<file path="config.mk">
export PLATFORM = sky130hd
export DESIGN_NAME = uart_tx_drain_flat
export DESIGN_NICKNAME = d
export VERILOG_FILES = /design/src/rtl/uart_tx_drain_if.sv /design/src/rtl/uart_tx_drain.sv /design/src/flat_wrapper.sv
export SDC_FILE = /design/constraint.sdc
export NUM_CORES = 1
export LEC_CHECK = 0
export ABC_AREA = 1
export CAP_MARGIN = 25
export CORE_UTILIZATION = 56
export CTS_CLUSTER_DIAMETER = 120
export CTS_CLUSTER_SIZE = 20
export DETAILED_ROUTE_END_ITERATION = 7
export GPL_TIMING_DRIVEN = 0
export PLACE_DENSITY = 0.82
export REMOVE_ABC_BUFFERS = 1
export SETUP_SLACK_MARGIN = 0.15
export SYNTH_ARGS = -nofsm -noshare
export SYNTH_HDL_FRONTEND = slang
export SYNTH_SLANG_ARGS = --single-unit
</file>
<file path="constraint.sdc">
create_clock -name clk -period 4.1 [get_ports clk]
set_clock_uncertainty 0.05 [all_clocks]
set_input_delay 0.41 -clock clk [delete_from_list [all_inputs] [get_ports clk]]
set_output_delay 0.41 -clock clk [all_outputs]
set_load 0.01 [all_outputs]
</file>
<file path="src/rtl/uart_tx_drain_if.sv">
// uart_tx_drain_if: FIFO-side handshake and serial outputs of uart_tx_drain.
interface uart_tx_drain_if #(
  parameter int DATA_BITS = 8
);
  logic                 tx_en;
  logic                 fifo_empty;
  logic [DATA_BITS-1:0] fifo_rdata;
  logic                 fifo_pop;
  logic                 tx;
  logic                 busy;
  logic                 frame_done;
  modport master (
    output tx_en, fifo_empty, fifo_rdata,
    input  fifo_pop, tx, busy, frame_done
  );
  modport slave (
    input  tx_en, fifo_empty, fifo_rdata,
    output fifo_pop, tx, busy, frame_done
  );
endinterface

</file>
<file path="src/rtl/uart_tx_drain.sv">
// uart_tx_drain: UART transmitter draining an upstream FIFO back-to-back; define UART_TX_PARITY_EN for an even-parity bit.
module uart_tx_drain #(
  parameter int CLK_DIV   = 16,
  parameter int DATA_BITS = 8
) (
  input logic            clk,
  input logic            resetN,
  uart_tx_drain_if.slave bus
);
  localparam int BW = $clog2(CLK_DIV);
  localparam int NW = $clog2(DATA_BITS) + 1;
  localparam logic [BW-1:0] BAUD_LAST = BW'(CLK_DIV - 1);
  localparam logic [NW-1:0] BIT_LAST  = NW'(DATA_BITS - 1);
`ifdef UART_TX_PARITY_EN
  typedef enum logic [2:0] {IDLE, START, DATA, PARITY, STOP} state_t;
`else
  typedef enum logic [1:0] {IDLE, START, DATA, STOP} state_t;
`endif
  state_t               state_q, state_d;
  logic [BW-1:0]        baud_q, baud_d;
  logic [NW-1:0]        bit_q, bit_d;
  logic [DATA_BITS-1:0] shift_q, shift_d;
  logic                 tx_q, tx_d;
  logic                 baud_last, start_ok, par_bit;
  assign baud_last = baud_q == BAUD_LAST;
  // A new word is taken from IDLE or on the final stop cycle, so frames chain with no gap.
  assign start_ok = resetN && bus.tx_en && !bus.fifo_empty &&
                    (state_q == IDLE || (state_q == STOP && baud_last));
  always_comb begin
    state_d = state_q;
    baud_d  = (state_q == IDLE || baud_last) ? '0 : baud_q + 1'b1;
    bit_d   = bit_q;
    shift_d = start_ok ? bus.fifo_rdata : shift_q;
    if (start_ok) state_d = START;
    else if (baud_last)
      case (state_q)
        START: state_d = DATA;
        DATA: begin
          shift_d = shift_q >> 1;
          bit_d   = bit_q + 1'b1;
`ifdef UART_TX_PARITY_EN
          if (bit_q == BIT_LAST) state_d = PARITY;
        end
        PARITY: state_d = STOP;
`else
          if (bit_q == BIT_LAST) state_d = STOP;
        end
`endif
        STOP: state_d = IDLE;
        default: state_d = state_q;
      endcase
    if (state_d != state_q) bit_d = '0;
  end
`ifdef UART_TX_PARITY_EN
  logic par_q, par_d;
  assign par_d   = start_ok ? ^bus.fifo_rdata : par_q;
  assign par_bit = state_d == PARITY ? par_q : 1'b1;
  always_ff @(posedge clk or negedge resetN)
    if (!resetN) par_q <= 1'b0;
    else par_q <= par_d;
`else
  assign par_bit = 1'b1;
`endif
  // tx is computed from the next state so the line changes exactly at bit boundaries.
  always_comb tx_d = state_d == START ? 1'b0 : state_d == DATA ? shift_d[0] : par_bit;
  always_ff @(posedge clk or negedge resetN)
    if (!resetN) begin
      state_q <= IDLE;
      baud_q  <= '0;
      bit_q   <= '0;
      shift_q <= '0;
      tx_q    <= 1'b1;
    end else begin
      state_q <= state_d;
      baud_q  <= baud_d;
      bit_q   <= bit_d;
      shift_q <= shift_d;
      tx_q    <= tx_d;
    end
  assign bus.fifo_pop   = start_ok;
  assign bus.tx         = tx_q;
  assign bus.busy       = state_q != IDLE;
  assign bus.frame_done = state_q == STOP && baud_last;
endmodule

</file>
<file path="src/flat_wrapper.sv">
// flat-port wrapper written by rule: the top's interface ports become plain ports
module uart_tx_drain_flat 
#(
  parameter int CLK_DIV   = 16,
  parameter int DATA_BITS = 8
)
  (clk, resetN, bus_tx_en, bus_fifo_empty, bus_fifo_rdata, bus_fifo_pop, bus_tx, bus_busy, bus_frame_done);
  uart_tx_drain_if #(.DATA_BITS(DATA_BITS)) bus_i ();
  input logic clk;
  input logic resetN;
  input wire logic [$bits(bus_i.tx_en)-1:0] bus_tx_en;
  input wire logic [$bits(bus_i.fifo_empty)-1:0] bus_fifo_empty;
  input wire logic [$bits(bus_i.fifo_rdata)-1:0] bus_fifo_rdata;
  output wire logic [$bits(bus_i.fifo_pop)-1:0] bus_fifo_pop;
  output wire logic [$bits(bus_i.tx)-1:0] bus_tx;
  output wire logic [$bits(bus_i.busy)-1:0] bus_busy;
  output wire logic [$bits(bus_i.frame_done)-1:0] bus_frame_done;
  assign bus_i.tx_en = bus_tx_en;
  assign bus_i.fifo_empty = bus_fifo_empty;
  assign bus_i.fifo_rdata = bus_fifo_rdata;
  assign bus_fifo_pop = bus_i.fifo_pop;
  assign bus_tx = bus_i.tx;
  assign bus_busy = bus_i.busy;
  assign bus_frame_done = bus_i.frame_done;
  uart_tx_drain #(.CLK_DIV(CLK_DIV), .DATA_BITS(DATA_BITS)) u_core (.clk(clk), .resetN(resetN), .bus(bus_i));
endmodule
</file>
# After elaboration in Yosys (flattened, before gate mapping)
# Index checks and enable logic that the tools add are counted.
# word_totals
register_bits,19
latchBits,0
ramBits,0
romBits,0
n_memories,0
# op_classes
addsub,2
mul,0
div,0
order_cmp,0
n_eq_ne,9
n_shift,0
muxes,15
bitwise,0
n_reduce_logical,12
# op_table
cell,n
$mux 8,4
$mux 4,5
$add 4x1->4 const B,2
$eq 2x2->1 const B,3
$mux 2,3
$pmux 2 s3,1
$reduce_bool 2->1,3
$eq 2x1->1 const B,2
$eq 4x3->1 const B,1
$eq 4x4->1 const B,1
$logic_and 1x1->1,4
$reduce_and 3->1,1
$logic_not 2->1,1
$logic_or 1x1->1,2
$mux 1,2
$ne 2x2->1,1
$ne 2x2->1 const B,1
$logic_not 1->1,1

# Longest topological paths before layout
# logic_depth
depth_word,10
mapped_depth,12
depth_no_buf,12

# Least setup slack after synthesis
# No wires, ideal clock.
# synth_path
path_kind,flip-flop to flip-flop
start,register u_core.state_q[0]
end,register u_core.shift_q[2]
setup_ns,0.082
arrival_ns,1.412
slack_ns,2.556
path_stages_with_launch,10
synth_period_minus_slack_ns,1.544
cell_sequence,dfrtp_1 > inv_1 > ha_1 > inv_1 > nand2_1 > nand2_1 > buf_6 > buf_2 > nor2_1 > a31oi_1
# synth_between
elab_chain_len,8
# synth_rtl
item,line_no,text
from (decl),uart_tx_drain.sv:19,"state_t state_q, state_d;"
from (signal assigned),uart_tx_drain.sv:74,state_q <= state_d;
$eq 2x2->1,uart_tx_drain.sv:28,(state_q == IDLE || (state_q == STOP && baud_last));
$logic_and 1x1->1,uart_tx_drain.sv:28,
$logic_or 1x1->1,uart_tx_drain.sv:28,
$logic_and 1x1->1,uart_tx_drain.sv:27,assign start_ok = resetN && bus.tx_en && !bus.fifo_empty &&
$mux 8,uart_tx_drain.sv:33,shift_d = start_ok ? bus.fifo_rdata : shift_q;
$mux 8,uart_tx_drain.sv:36,case (state_q)
$mux 8,uart_tx_drain.sv:35,else if (baud_last)
$mux 8 (*),uart_tx_drain.sv:34,if (start_ok) state_d = START;
named net u_core.shift_d[2],uart_tx_drain.sv:22,"logic [DATA_BITS-1:0] shift_q, shift_d;"
to (signal assigned),uart_tx_drain.sv:77,shift_q <= shift_d;
to (decl),uart_tx_drain.sv:22,
# The timed path passes the listed nets; every way through them passes the cells marked *.
# A chain may end at the register's enable or synchronous reset.

# Final worst setup path
# layout_path
start,input resetN
end,output bus_fifo_pop
# layout_between
elab_chain_len,3
# layout_rtl
item,line_no,text
from (decl),flat_wrapper.sv:10,input logic resetN;
$logic_and 1x1->1 (3 in a row),uart_tx_drain.sv:27,
to (decl),flat_wrapper.sv:14,output wire logic [$bits(bus_i.fifo_pop)-1:0] bus_fifo_pop;
# No other way between the ends.

==> results.sh <==
export IMPL_placed_cells=166
export IMPL_tns_ns=0
export IMPL_p_sw_mw=0.06182
export IMPL_die_w_microns=45.79
export IMPL_maxSlewViolCount=0
export IMPL_place_hpwl_microns=1449
export IMPL_synth_seq_area_share_pct=44.41
export IMPL_crit_path_start_kind="primary input"
export IMPL_cts_resized=0
export IMPL_synth_seq_cells=19
export IMPL_crit_path_end_kind="output port"
export IMPL_cts_setup_buffers=0
export IMPL_grtUsageTotal_pct=22.04
export IMPL_critical_path_class="primary input to output port"
export IMPL_fin_crit_ns=3.458
export IMPL_period_share_pct=84.35
export IMPL_tightest_slew_ns=0.8374
export IMPL_outcome="finished clean"
export IMPL_clk_latency_ns=0.29
export IMPL_cpPeakStageDelay_ns=1.02
export IMPL_final_common_cell="nand2_1"
export IMPL_netlist_area_sq_um=1074
export IMPL_wl_per_cell_microns=11.14
export IMPL_clockPowerShare_pct=31.8
export IMPL_critPathArrivalTime_ns=3.00
export IMPL_clock_path_buffers=2
export IMPL_hold_violations=0
export IMPL_drt_pass1_iter_count=4
export IMPL_fmax_mhz=289.2
export IMPL_cp_max_fo=22
export IMPL_grt_antenna_before_repair=0
export IMPL_grt_pass1_wl_microns=3236
export IMPL_rows=15
export IMPL_required_ns=3.64
export IMPL_port_buffers=15
export IMPL_cp_cell_sequence="clkdlybuf4s50_1 > nand2_1 > nor2_1 > nand2_1 > inv_1 > clkdlybuf4s50_1"
export IMPL_io_pins=16
export IMPL_final_cell_mix="37 x nand2_1, 18 x dfrtp_1, 16 x nor2_1, 15 x clkdlybuf4s50_1, 14 x inv_1"
export IMPL_cts_clk_slew_worst_paths_ns=0.11
export IMPL_path_delay_family="buffers and inverters"
export IMPL_layout_area_overhead_vs_synth_pct=16.32
export IMPL_synthTopCellsByArea="dfrtp_1 42%, nand2_1 13%, ha_1 7.0%"
export IMPL_pwr_share_seq_pct=63.4
export IMPL_slew_headroom_pct=44.00
export IMPL_regArea_sq_um=476.7
export IMPL_synth_cells=129
export IMPL_combinationalPowerShare_pct=4.8
export IMPL_grt_max_degree=23
export IMPL_via_per_inst=4.894
export IMPL_nets=164
export IMPL_ant_nets=0
export IMPL_leakage_nw=0.6341
export IMPL_drive_above_1_share_pct=9.655
export IMPL_grt_pass1_vias=756
export IMPL_synth_top_area_cell="dfrtp_1"
export IMPL_fin_cells=170
export IMPL_start_util_pct=60.85
export IMPL_yosysTopAreaCellShare_pct=41.96
export IMPL_max_cap_violations=0
export IMPL_gr_total_overflow=0
export IMPL_syn_avg_cell_area_sq_um=8.322
export IMPL_multi_input_area_sq_um=499.2
export IMPL_critPathSlowestCell="clkdlybuf4s50_1"
export IMPL_die_area_sq_um=2096
export IMPL_antenna_cells=0
export IMPL_wirelength_microns=1894
export IMPL_cts_num_sinks=19
export IMPL_powerDensity_nw_per_um2=236.7
export IMPL_yosys_warnings=0
export IMPL_rsz0062_at_grt="no"
export IMPL_cts_root_buf="clkbuf_4"
export IMPL_switching_share_pct=20.92
export IMPL_internal_power_mw=0.2337
export IMPL_r2r_slack_ns=1.91
export IMPL_routed_via_count=832
export IMPL_setup_viol=0
export IMPL_drtIter0Drc=30
export IMPL_fin_hold_ws_ns=0.4381
export IMPL_h_tree_depth=1
export IMPL_core_region_area_sq_um=1764
export IMPL_drc=0
export IMPL_cts_tree="built"
export IMPL_fillers=158
export IMPL_place_gp_congestion=0.8440
export IMPL_hold_class="flip-flop to flip-flop"
export IMPL_cts_buffers=3
export IMPL_yosys_cell_types_count=23
export IMPL_die_h_microns=45.79
export IMPL_power_ir_vdd_worst_uv=266.7
export IMPL_critPathBufInv=3
export IMPL_hold_buffers=0
-- worst register-to-register path, cell delays in order, from the launching register on --
cell     delay (ns)
dfrtp_1        0.40
inv_1          0.13
ha_1           0.21
inv_1          0.09
nand2_1        0.06
nand2_1        0.57
nand2_1        0.22
nand2_1        0.12
nand3_2        0.13
nor2_1         0.14
-- per-layer routing --
layer	GRT usage (%)	share of wire [%]	up-vias
met3	7.143	3.7	2
met5	0	0	-
met4	3.529	0.74	0
met1	28.64	47	378
li1	-	-	439
met2	36.57	49	13
-- cells by family after synthesis --
family	after synthesis	synth area share [%]
flip-flops	19	44.41
AO/OA/AOI/OAI	10	5.244
AND/OR/NAND/NOR	73	31.82
buffers and inverters	18	9.091
XOR/XNOR	3	2.448
adder cells (fa/ha/maj)	6	6.993
-- cell type report --
type	count	area share, %
multi-input cells	92	39.98
flip-flops and latches	19	38.18
repair buffers	15	12.02
inverters	15	4.910
well taps	25	2.505
clock buffers	3	1.804
clock inverters	1	0.6012
-- stage by stage --
step           worst slack [ns]  util, %  area [sq um]  power (mW)
3_3_place_gp             0.6180    69.08          1219      0.2053
5_1_grt                  0.2794    70.78          1249      0.3091
3_5_place_dp             0.5649    69.08          1219      0.2056
6_report                 0.6417    70.78          1249      0.2955
2_1_floorplan             2.180        -          1037      0.1914
4_1_cts                  0.5527    70.78          1249      0.3005
-- cell usage after synthesis, drive strengths merged --
cell and count:
a21oi 1, a31oi 5, buf 3, clkinv 1, dfrtp 18, dfstp 1
ha 6, inv 14, nand2 41, nand3 10, nand4 2, nor2 18
nor3 2, o21ai 4, xor2 3
-- worst paths after layout --
kind / from / end / cells past startpoint
min in group asynchronous: resetN / u_core.baud_q[3] / 1
min: u_core.baud_q[0] / u_core.baud_q[0] / 1
max in group asynchronous: resetN / u_core.shift_q[2] / 1
max reg2reg: u_core.state_q[0] / u_core.bit_q[3] / 9
max: resetN / bus_fifo_pop / 6
min reg2reg: u_core.baud_q[0] / u_core.baud_q[0] / 1
-- state kept, by name, indices dropped and copies added, names as in the netlist --
signal          flops
u_core.bus.tx       1
u_core.bit_q        4
u_core.shift_q      8
u_core.state_q      2
u_core.baud_q       4
-- power by group through the flow --
stage / logic [mW] / clock network (mW) / registers, mW
after floorplan: 0.000401 / 0 / 0.191
after global placement: 0.0143 / 0 / 0.191
after detailed placement: 0.0146 / 0 / 0.191
after CTS: 0.0147 / 0.0985 / 0.187
after global routing: 0.0160 / 0.106 / 0.187
final: 0.0142 / 0.0940 / 0.187
Note: power is estimated with default switching activity, not from simulation.
